### src/rtl/datalock_scoreboard_pkg.sv
// Shared types and constants for the data-lock scoreboard.
// common : architectural register address type.
// pipes  : lock counter width and default port counts.
package common;
   localparam int CREG_ADDR_W = 5;
   localparam int NUM_CREGS   = 32;
   typedef logic [CREG_ADDR_W-1:0] creg_addr_t;
endpackage

package pipes;
   localparam int LOCK_CNT_W       = 3;
   typedef logic [LOCK_CNT_W-1:0] lock_cnt_t;
   localparam int AREG_WRITE_PORTS = 2;
   localparam int AREG_READ_PORTS  = 2;
endpackage

### src/rtl/datalock_scoreboard_if.sv
// Issue/writeback-facing bundle of the data-lock scoreboard.
// master: issue + writeback side; slave: the scoreboard.
interface datalock_scoreboard_if
   import common::*, pipes::*;
#(
   parameter int ALLOC_PORTS   = AREG_WRITE_PORTS,
   parameter int RELEASE_PORTS = AREG_WRITE_PORTS,
   parameter int QUERY_PORTS   = AREG_READ_PORTS
);
   logic [ALLOC_PORTS-1:0]   alloc_valid;
   creg_addr_t               alloc_addr [ALLOC_PORTS];
   logic [RELEASE_PORTS-1:0] rel_valid;
   creg_addr_t               rel_addr [RELEASE_PORTS];
   logic                     flush;
   creg_addr_t               q_ra1 [QUERY_PORTS];
   creg_addr_t               q_ra2 [QUERY_PORTS];
   logic [QUERY_PORTS-1:0]   q_busy1;
   logic [QUERY_PORTS-1:0]   q_busy2;
   logic                     idle;
   logic                     err;

   modport master (
      output alloc_valid, alloc_addr, rel_valid, rel_addr, flush, q_ra1, q_ra2,
      input  q_busy1, q_busy2, idle, err
   );

   modport slave (
      input  alloc_valid, alloc_addr, rel_valid, rel_addr, flush, q_ra1, q_ra2,
      output q_busy1, q_busy2, idle, err
   );
endinterface

### src/rtl/datalock_scoreboard_lock_counter.sv
// One saturating up/down lock counter for a single architectural register.
// sat_err pulses in any cycle whose net update leaves the counter range.
module lock_counter
   import pipes::*;
#(
   parameter int CNT_W  = LOCK_CNT_W,
   parameter int PCNT_W = 2
) (
   input  logic              clk,
   input  logic              reset,
   input  logic              flush,
   input  logic [PCNT_W-1:0] inc,
   input  logic [PCNT_W-1:0] dec,
   output logic [CNT_W-1:0]  cnt,
   output logic              zero,
   output logic              sat_err
);
   localparam int SUM_W = CNT_W + 2;
   localparam logic signed [SUM_W-1:0] CNT_MAX = SUM_W'((1 << CNT_W) - 1);

   logic signed [SUM_W-1:0] sum;

   function automatic logic out_of_range(input logic signed [SUM_W-1:0] v);
      return v[SUM_W-1] || (v > CNT_MAX);
   endfunction

   function automatic logic [CNT_W-1:0] sat_clamp(input logic signed [SUM_W-1:0] v);
      logic [CNT_W-1:0] r;
      if (v[SUM_W-1])
         r = '0;
      else if (v > CNT_MAX)
         r = '1;
      else
         r = v[CNT_W-1:0];
      return r;
   endfunction

   assign sum = $signed({2'b00, cnt}) + $signed(SUM_W'(inc)) - $signed(SUM_W'(dec));

   // counter register: flush wins over traffic, reset wins over everything
   always_ff @(posedge clk) begin
      if (reset)
         cnt <= '0;
      else if (flush)
         cnt <= '0;
      else
         cnt <= sat_clamp(sum);
   end

   // range violation is suppressed in a flush cycle since the update is discarded
   always_comb begin
      sat_err = !flush && out_of_range(sum);
      zero    = (cnt == '0);
   end
endmodule

### src/rtl/datalock_scoreboard.sv
// Per-register pending-write scoreboard for the issue stage.
// Optional macro SCOREBOARD_BYPASS_EN: same-cycle releases are subtracted
// on the query path so a dependent source is freed in the release cycle.
module datalock_scoreboard
   import common::*, pipes::*;
#(
   parameter int ALLOC_PORTS   = AREG_WRITE_PORTS,
   parameter int RELEASE_PORTS = AREG_WRITE_PORTS,
   parameter int QUERY_PORTS   = AREG_READ_PORTS,
   parameter int CNT_W         = LOCK_CNT_W
) (
   input  logic               clk,
   input  logic               reset,
   datalock_scoreboard_if.slave sb
);
   localparam int NREG   = NUM_CREGS;
   localparam int MAXP   = (ALLOC_PORTS > RELEASE_PORTS) ? ALLOC_PORTS : RELEASE_PORTS;
   localparam int PCNT_W = $clog2(MAXP + 1);
   localparam int SUM_W  = CNT_W + 2;

   logic [PCNT_W-1:0] inc [NREG];
   logic [PCNT_W-1:0] dec [NREG];
   logic [CNT_W-1:0]  cnt [NREG];
   logic [NREG-1:1]   zero;
   logic [NREG-1:1]   sat_err;
   logic              err_q;

   // x0 is never locked
   assign cnt[0] = '0;

   // address decode: count how many ports hit each register this cycle
   always_comb begin
      inc[0] = '0;
      dec[0] = '0;
      for (int i = 1; i < NREG; i++) begin
         inc[i] = '0;
         dec[i] = '0;
         for (int p = 0; p < ALLOC_PORTS; p++)
            if (sb.alloc_valid[p] && (sb.alloc_addr[p] == CREG_ADDR_W'(i)))
               inc[i] = inc[i] + PCNT_W'(1);
         for (int p = 0; p < RELEASE_PORTS; p++)
            if (sb.rel_valid[p] && (sb.rel_addr[p] == CREG_ADDR_W'(i)))
               dec[i] = dec[i] + PCNT_W'(1);
      end
   end

   for (genvar i = 1; i < NREG; i++) begin : g_cnt
      lock_counter #(
         .CNT_W  (CNT_W),
         .PCNT_W (PCNT_W)
      ) u_cnt (
         .clk     (clk),
         .reset   (reset),
         .flush   (sb.flush),
         .inc     (inc[i]),
         .dec     (dec[i]),
         .cnt     (cnt[i]),
         .zero    (zero[i]),
         .sat_err (sat_err[i])
      );
   end

   function automatic logic src_busy(input creg_addr_t a);
`ifdef SCOREBOARD_BYPASS_EN
      // a release arriving this cycle already frees its share of the count
      return SUM_W'(cnt[a]) > SUM_W'(dec[a]);
`else
      return cnt[a] != '0;
`endif
   endfunction

   // source-operand query muxes, combinational off the counters
   always_comb begin
      sb.q_busy1 = '0;
      sb.q_busy2 = '0;
      for (int k = 0; k < QUERY_PORTS; k++) begin
         sb.q_busy1[k] = src_busy(sb.q_ra1[k]);
         sb.q_busy2[k] = src_busy(sb.q_ra2[k]);
      end
   end

   // sticky error: any counter saturation sets it until reset
   always_ff @(posedge clk) begin
      if (reset)
         err_q <= 1'b0;
      else if (|sat_err)
         err_q <= 1'b1;
   end

   assign sb.idle = &zero;
   assign sb.err  = err_q;
endmodule

### src/flat_wrapper.sv
// flat-port wrapper written by rule: the top's interface ports become plain ports
module datalock_scoreboard_flat import common::*, pipes::*;
#(
   parameter int ALLOC_PORTS   = AREG_WRITE_PORTS,
   parameter int RELEASE_PORTS = AREG_WRITE_PORTS,
   parameter int QUERY_PORTS   = AREG_READ_PORTS,
   parameter int CNT_W         = LOCK_CNT_W
)
  (clk, reset, sb_alloc_valid, sb_alloc_addr, sb_rel_valid, sb_rel_addr, sb_flush, sb_q_ra1, sb_q_ra2, sb_q_busy1, sb_q_busy2, sb_idle, sb_err);
  datalock_scoreboard_if #(.ALLOC_PORTS(ALLOC_PORTS), .RELEASE_PORTS(RELEASE_PORTS), .QUERY_PORTS(QUERY_PORTS)) sb_i ();
  input  logic clk;
  input  logic reset;
  input wire logic [$bits(sb_i.alloc_valid)-1:0] sb_alloc_valid;
  input wire logic [$bits(sb_i.alloc_addr)-1:0] sb_alloc_addr;
  input wire logic [$bits(sb_i.rel_valid)-1:0] sb_rel_valid;
  input wire logic [$bits(sb_i.rel_addr)-1:0] sb_rel_addr;
  input wire logic [$bits(sb_i.flush)-1:0] sb_flush;
  input wire logic [$bits(sb_i.q_ra1)-1:0] sb_q_ra1;
  input wire logic [$bits(sb_i.q_ra2)-1:0] sb_q_ra2;
  output wire logic [$bits(sb_i.q_busy1)-1:0] sb_q_busy1;
  output wire logic [$bits(sb_i.q_busy2)-1:0] sb_q_busy2;
  output wire logic [$bits(sb_i.idle)-1:0] sb_idle;
  output wire logic [$bits(sb_i.err)-1:0] sb_err;
  assign sb_i.alloc_valid = sb_alloc_valid;
  assign sb_i.alloc_addr = {>>{sb_alloc_addr}};
  assign sb_i.rel_valid = sb_rel_valid;
  assign sb_i.rel_addr = {>>{sb_rel_addr}};
  assign sb_i.flush = sb_flush;
  assign sb_i.q_ra1 = {>>{sb_q_ra1}};
  assign sb_i.q_ra2 = {>>{sb_q_ra2}};
  assign sb_q_busy1 = sb_i.q_busy1;
  assign sb_q_busy2 = sb_i.q_busy2;
  assign sb_idle = sb_i.idle;
  assign sb_err = sb_i.err;
  datalock_scoreboard #(.ALLOC_PORTS(ALLOC_PORTS), .RELEASE_PORTS(RELEASE_PORTS), .QUERY_PORTS(QUERY_PORTS), .CNT_W(CNT_W)) u_core (.clk(clk), .reset(reset), .sb(sb_i));
endmodule
### config.mk
export PLATFORM = sky130hd
export DESIGN_NAME = datalock_scoreboard_flat
export DESIGN_NICKNAME = d
export VERILOG_FILES = /design/src/rtl/datalock_scoreboard_pkg.sv /design/src/rtl/datalock_scoreboard_if.sv /design/src/rtl/datalock_scoreboard_lock_counter.sv /design/src/rtl/datalock_scoreboard.sv /design/src/flat_wrapper.sv
export SDC_FILE = /design/constraint.sdc
export NUM_CORES = 1
export LEC_CHECK = 0
export BUFFER_PORTS_ARGS = -buffer_cell sky130_fd_sc_hd__buf_2
export CAP_MARGIN = 25
export CORE_ASPECT_RATIO = 0.6
export CORE_MARGIN = 3
export CORE_UTILIZATION = 53
export DETAILED_ROUTE_END_ITERATION = 12
export PLACE_DENSITY = 0.73
export RECOVER_POWER = 100
export SLEW_MARGIN = 20
export SYNTH_ARGS = -nofsm -noshare
export SYNTH_HDL_FRONTEND = slang
export SYNTH_HIERARCHICAL = 1
export SYNTH_SLANG_ARGS = --single-unit
export TNS_END_PERCENT = 100
### constraint.sdc
create_clock -name clk -period 6.3 [get_ports clk]
set_clock_uncertainty 0.2 [all_clocks]
set_input_delay 0.945 -clock clk [delete_from_list [all_inputs] [get_ports clk]]
set_output_delay 0.945 -clock clk [all_outputs]
set_load 0.05 [all_outputs]
==> Yosys cells after proc, flatten, opt, wreduce, memory -nomap -nowiden <==
Index checks and enable logic that the tools add are counted.
{ "word_totals": {"latchBits": 0, "ramBits": 0, "regBits": 94, "mem_count": 0, "elab_cells": 741, "in_bits": 47, "output_inout_bits": 6, "mem_bits_ro": 0} }
{ "op_classes": {"n_reduce_logical": 255, "shifts": 0, "mux": 167, "magnitude_cmp": 35, "n_mul": 0, "n_eq_ne": 124, "div_mod_pow": 0, "bitwise_logic": 4, "add_sub_neg": 124} }
{ "ops": {"columns": ["op", "n"], "rows": [
  ["5-bit equality test, second input constant", 64],
  ["5-bit by 4-bit equality test with 1-bit output, second input constant", 32],
  ["5-bit by 4-bit > comparator with 1-bit output, second input constant", 31],
  ["1-bit logical AND", 155],
  ["5-bit by 3-bit subtractor with 5-bit output", 31],
  ["1-bit by 1-bit adder with 2-bit output, second input constant", 62],
  ["3-bit by 2-bit adder with 4-bit output", 31],
  ["2-bit 2-to-1 mux", 62],
  ["3-bit 2-to-1 mux", 39],
  ["3-bit zero test", 31],
  ["3-bit OR reduction", 31],
  ["5-bit by 3-bit equality test with 1-bit output, second input constant", 16],
  ["1-bit 2-to-1 mux", 62],
  ["3-bit binary-select mux with 5-bit select", 4],
  ["5-bit by 2-bit equality test with 1-bit output, second input constant", 8],
  ["1-bit logical OR", 31],
  ["31-bit AND reduction", 1],
  ["31-bit OR reduction", 1],
  ["6-bit greater-or-equal comparator, second input constant", 4],
  ["5-bit NOT with 6-bit output", 4],
  ["5-bit by 1-bit equality test with 1-bit output, second input constant", 4],
  ["3-bit nonzero test", 4],
  ["1-bit zero test", 1]
]} }

==> Longest topological paths before layout <==
{ "depth": {"word_depth": 11, "depth_mapped": 16, "mapped_depth_nobuf": 15} }

==> Hierarchy <==
Netlist, hierarchy kept.
{ "by_module_without_submodules": {"columns": ["module", "cells_per_inst", "instances", "seq_area_each_um2", "area_per_inst_um2"], "rows": [
  ["lock_counter at u_core.g_cnt[10].u_cnt ...", 31, 28, 60.1, 274.0],
  ["datalock_scoreboard", 531, 1, 20.0, 3585.9],
  ["lock_counter at u_core.g_cnt[7].u_cnt ...", 29, 3, 60.1, 270.3]
]} }

==> Least setup slack after synthesis <==
OpenSTA, ideal clock, no wires.
{ "synth_timing": {"kind": "input to output", "start": "in sb_q_ra2[2]", "end": "out sb_q_busy2[1]", "path_slack_ps": 1520, "t_required_ps": 5155, "n_path_buf": 1, "cell_stages": 6, "arrival_time_ps": 3635, "cell_sequence": "buf_2 -> clkinv_1 -> o311a_1 -> o21ai_0 -> a221oi_1 -> o311ai_0"} }
{ "synth_between": {"elab_chain_len": 5} }
{ "synth_lines": {"columns": ["element", "line_no", "text"], "rows": [
  ["from (decl)", "flat_wrapper.sv:19", "input wire logic [$bits(sb_i.q_ra2)-1:0] sb_q_ra2;"],
  ["5-bit NOT with 6-bit output (implied by the code)", "datalock_scoreboard.sv:68", "return cnt[a] != '0;"],
  ["3-bit binary-select mux with 5-bit select", "datalock_scoreboard.sv:68", null],
  ["3-bit 2-to-1 mux (implied by the code) (2 in series)", "datalock_scoreboard.sv:68", null],
  ["3-bit nonzero test", "datalock_scoreboard.sv:68", null],
  ["to (decl)", "flat_wrapper.sv:21", "output wire logic [$bits(sb_i.q_busy2)-1:0] sb_q_busy2;"]
]} }
No other way between the ends. The select of a mux whose other input is x is not followed.

==> Worst setup path in the final report <==
{ "layout_timing": {"start": "in sb_q_ra2[0]", "end": "out sb_q_busy2[1]"} }
The elaborated chain is that of the path after synthesis.

==> impl_metrics.ini <==
[logic_synthesis]
syn_area_sq_mm = 0.0121
synthArstFlopShare = 0
seq_area_frac_synth = 0.156
syn-num-nets = 1781
yosys_most_used_dff = dfxtp_1
synth_cells = 1486
ys_warn_count = 6
avgSynthCellArea_sq_um = 8.12
synth_edf_count = 0
synth_seq_cells = 94
ys_types = 56

[cts]
cts_setup_buffers = 0
clockBufferDepth = 2
clk_pin_slew_ps = 70
clk_latency_ps = 370
cts_buffers = 9
cts_tree = done
cts_hold_buf = 0
h-tree-depth = 3
clockRootBuffer = clkbuf_16
cts_resized = 0
cts.sinks = 94

[sta]
finalSetupViolations = 0
post-route-period-util = 0.850
max_slew_margin = -0.0822
clock.fmax_mhz = 187
setup_slack_ps = 942
hold_viol = 0
period_needed_ps = 5360
worstMarginPinSlew_ps = 1620
tns_ps = 0
slew_violations = 28
rsz0062_at_grt = false

[detailed_routing]
drtAntennaViolNets = 0
wl_per_cell_um = 21.7
via_per_inst = 6.21
drt-total-wl_um = 39700
drtIter0Drc = 1216
firstDrtPassIters = 7
vias = 11359
drcViolationCount = 0

[finish]
fin_nets = 1812
multi_input_area_sq_mm = 0.00942
fillers = 2088
final-seq-area_sq_mm = 0.00188
layout-drive-gt1-share = 0.0591
synthToLayoutAreaGrowth_pct = 5.59
fin_util = 0.573
diodes = 0

[global_routing]
antenna_found_initial = 2
grt_pass1_vias = 10656
grt_max_degree = 33
grt_pass1_wl_um = 61200
gr-total-overflow = 0
grt_usage = 0.324

[die]
ios = 53
rows = 42
dieArea_sq_mm = 0.0247
start_util = 0.543
die_h_um = 123
coreArea_sq_mm = 0.0222
floorplan.die.width_um = 201

[critical_path]
critPathArrivalTime_ps = 4210
cp_slowest_stage_delay_ps = 1050
worstSetupStartpointType = input pin
cp.required_ps = 5150
worstPathCellList = clkbuf_1, mux4_2, a2111oi_0, a21oi_1, o21ai_0, o311ai_0, buf_2
path_class = input pin to output pin
worstPathMaxFanout = 23
critPathCaptureType = output pin
critPathSlowestCell = clkbuf_1

[place]
io_buffer_count = 52
place_ws_ps = 829
place_hpwl_um = 31900
gp_congestion = 1.05

[worst_hold_path]
min_path_type = register to register

[power_and_ir_drop]
p_leak_nw = 5.38
power_per_cell_area_mw_per_mm2 = 134
ir_drop_mv = 0.133

[status]
status = finished, violations left
violations = capacitance limit, slew limit

[flow_run]
maxCapViolCount = 1
==> area by class of cell <==
class / instances / area share
Inverter: 125 / 0.0368
Multi-Input combinational cell: 1232 / 0.739
Timing Repair Buffer: 55 / 0.0222
Tap cell: 308 / 0.0302
Clock buffer: 13 / 0.0204
Clock inverter: 3 / 0.00334
Sequential cell: 94 / 0.148
==> power breakdown <==
part           internal [mW]  leakage, nW  switching [mW]
logic                  0.161         4.47           0.293
clock network          0.330        0.146           0.267
registers              0.614        0.761          0.0385
total                   1.11         5.38           0.598
==> Yosys cell counts, drive strengths merged, types with 2 or more instances <==
cell	number	area, sq um
a21o	3	22.5
xnor2	62	543
nand4b	2	17.5
nand3	18	90.1
o21ai	44	220
nand3b	3	22.5
mux4	20	454
nor3b	3	22.5
and2	31	194
or4b	2	20.0
ha	186	2330
nor2b	73	457
a21oi	213	1070
clkbuf	17	63.8
nand4	13	81.3
nor4	21	131
dfxtp	94	1880
fa	62	1240
xor2	31	272
inv	124	465
or3	7	58.8
nor3	108	696
a211oi	13	103
a31oi	5	31.3
a2111oi	11	105
nand2b	39	244
a211o	4	35.0
or2	2	12.5
nor2	205	769
mux2i	8	80.1
o211ai	4	30.0
nand2	26	97.6
buf	18	97.6
==> kinds of logic after synthesis <==
| family | after synthesis | synth area share |
|---|---|---|
| simple gates | 556 | 0.244 |
| compound gates | 306 | 0.140 |
| fa+ha+maj | 248 | 0.296 |
| buf+inv | 160 | 0.0522 |
| flops | 94 | 0.156 |
| xor+xnor | 93 | 0.0675 |
| mux | 29 | 0.0452 |
==> sequential cells by signal, summed over array words and instances (netlist names) <==
register                cells
u_core/g_cnt.u_cnt/cnt     93
u_core/sb.err               1
==> per-stage QoR <==
stage                     power (mW)  instances  hold slack, ps  cell area, sq um
after floorplan                0.946       1486             510             12100
after global placement          1.10       1814             569             12600
after detailed placement        1.10       1814             570             12600
after CTS                       1.70       1830             592             12900
after global routing            1.77       1830             631             12700
final                           1.70       1830             583             12700
==> layer usage <==
layer	track usage	part of all wire	vias up
met5	0	0.00050	-
met4	0.0684	0.017	4
met3	0.124	0.15	64
met2	0.434	0.37	675
met1	0.488	0.46	5382
li1	-	-	5234
==> critical path, delay by kind of cell <==
family | cells | cell delay, ps
mux | 1 | 640
compound gates | 4 | 1300
buf+inv | 2 | 1330
==> final timing paths <==
kind	from	endpoint	slack [ps]	cells after the start
hold / removal	u_core/g_cnt[2].u_cnt/cnt[2]	u_core/g_cnt[2].u_cnt/cnt[2]	580	3
setup / recovery	sb_q_ra2[0]	sb_q_busy2[1]	940	7
setup reg to reg	u_core/g_cnt[3].u_cnt/cnt[0]	u_core/sb.err	2360	11
hold reg to reg	u_core/g_cnt[2].u_cnt/cnt[2]	u_core/g_cnt[2].u_cnt/cnt[2]	580	3
==> placed cells by master, fill, tap and decap left out, types with 4 or more instances in the layout <==
cell,count
xor2_1,31
nor2_1,205
dfxtp_1,94
a2111oi_0,8
a31oi_1,5
o21ai_0,44
nand2b_1,39
nor3_1,104
a211o_1,4
and2_1,31
buf_2,42
mux2i_1,8
nand2_1,26
clkbuf_1,12
a211oi_1,12
xnor2_1,62
nor4_1,21
nor2b_1,73
clkbuf_16,9
nor3_2,4
inv_1,124
nand3_1,18
or3_1,4
nand4_1,13
a21oi_1,213
ha_1,186
fa_1,62
o211ai_1,4
mux4_2,19
Power figures use the tool's default switching activity.
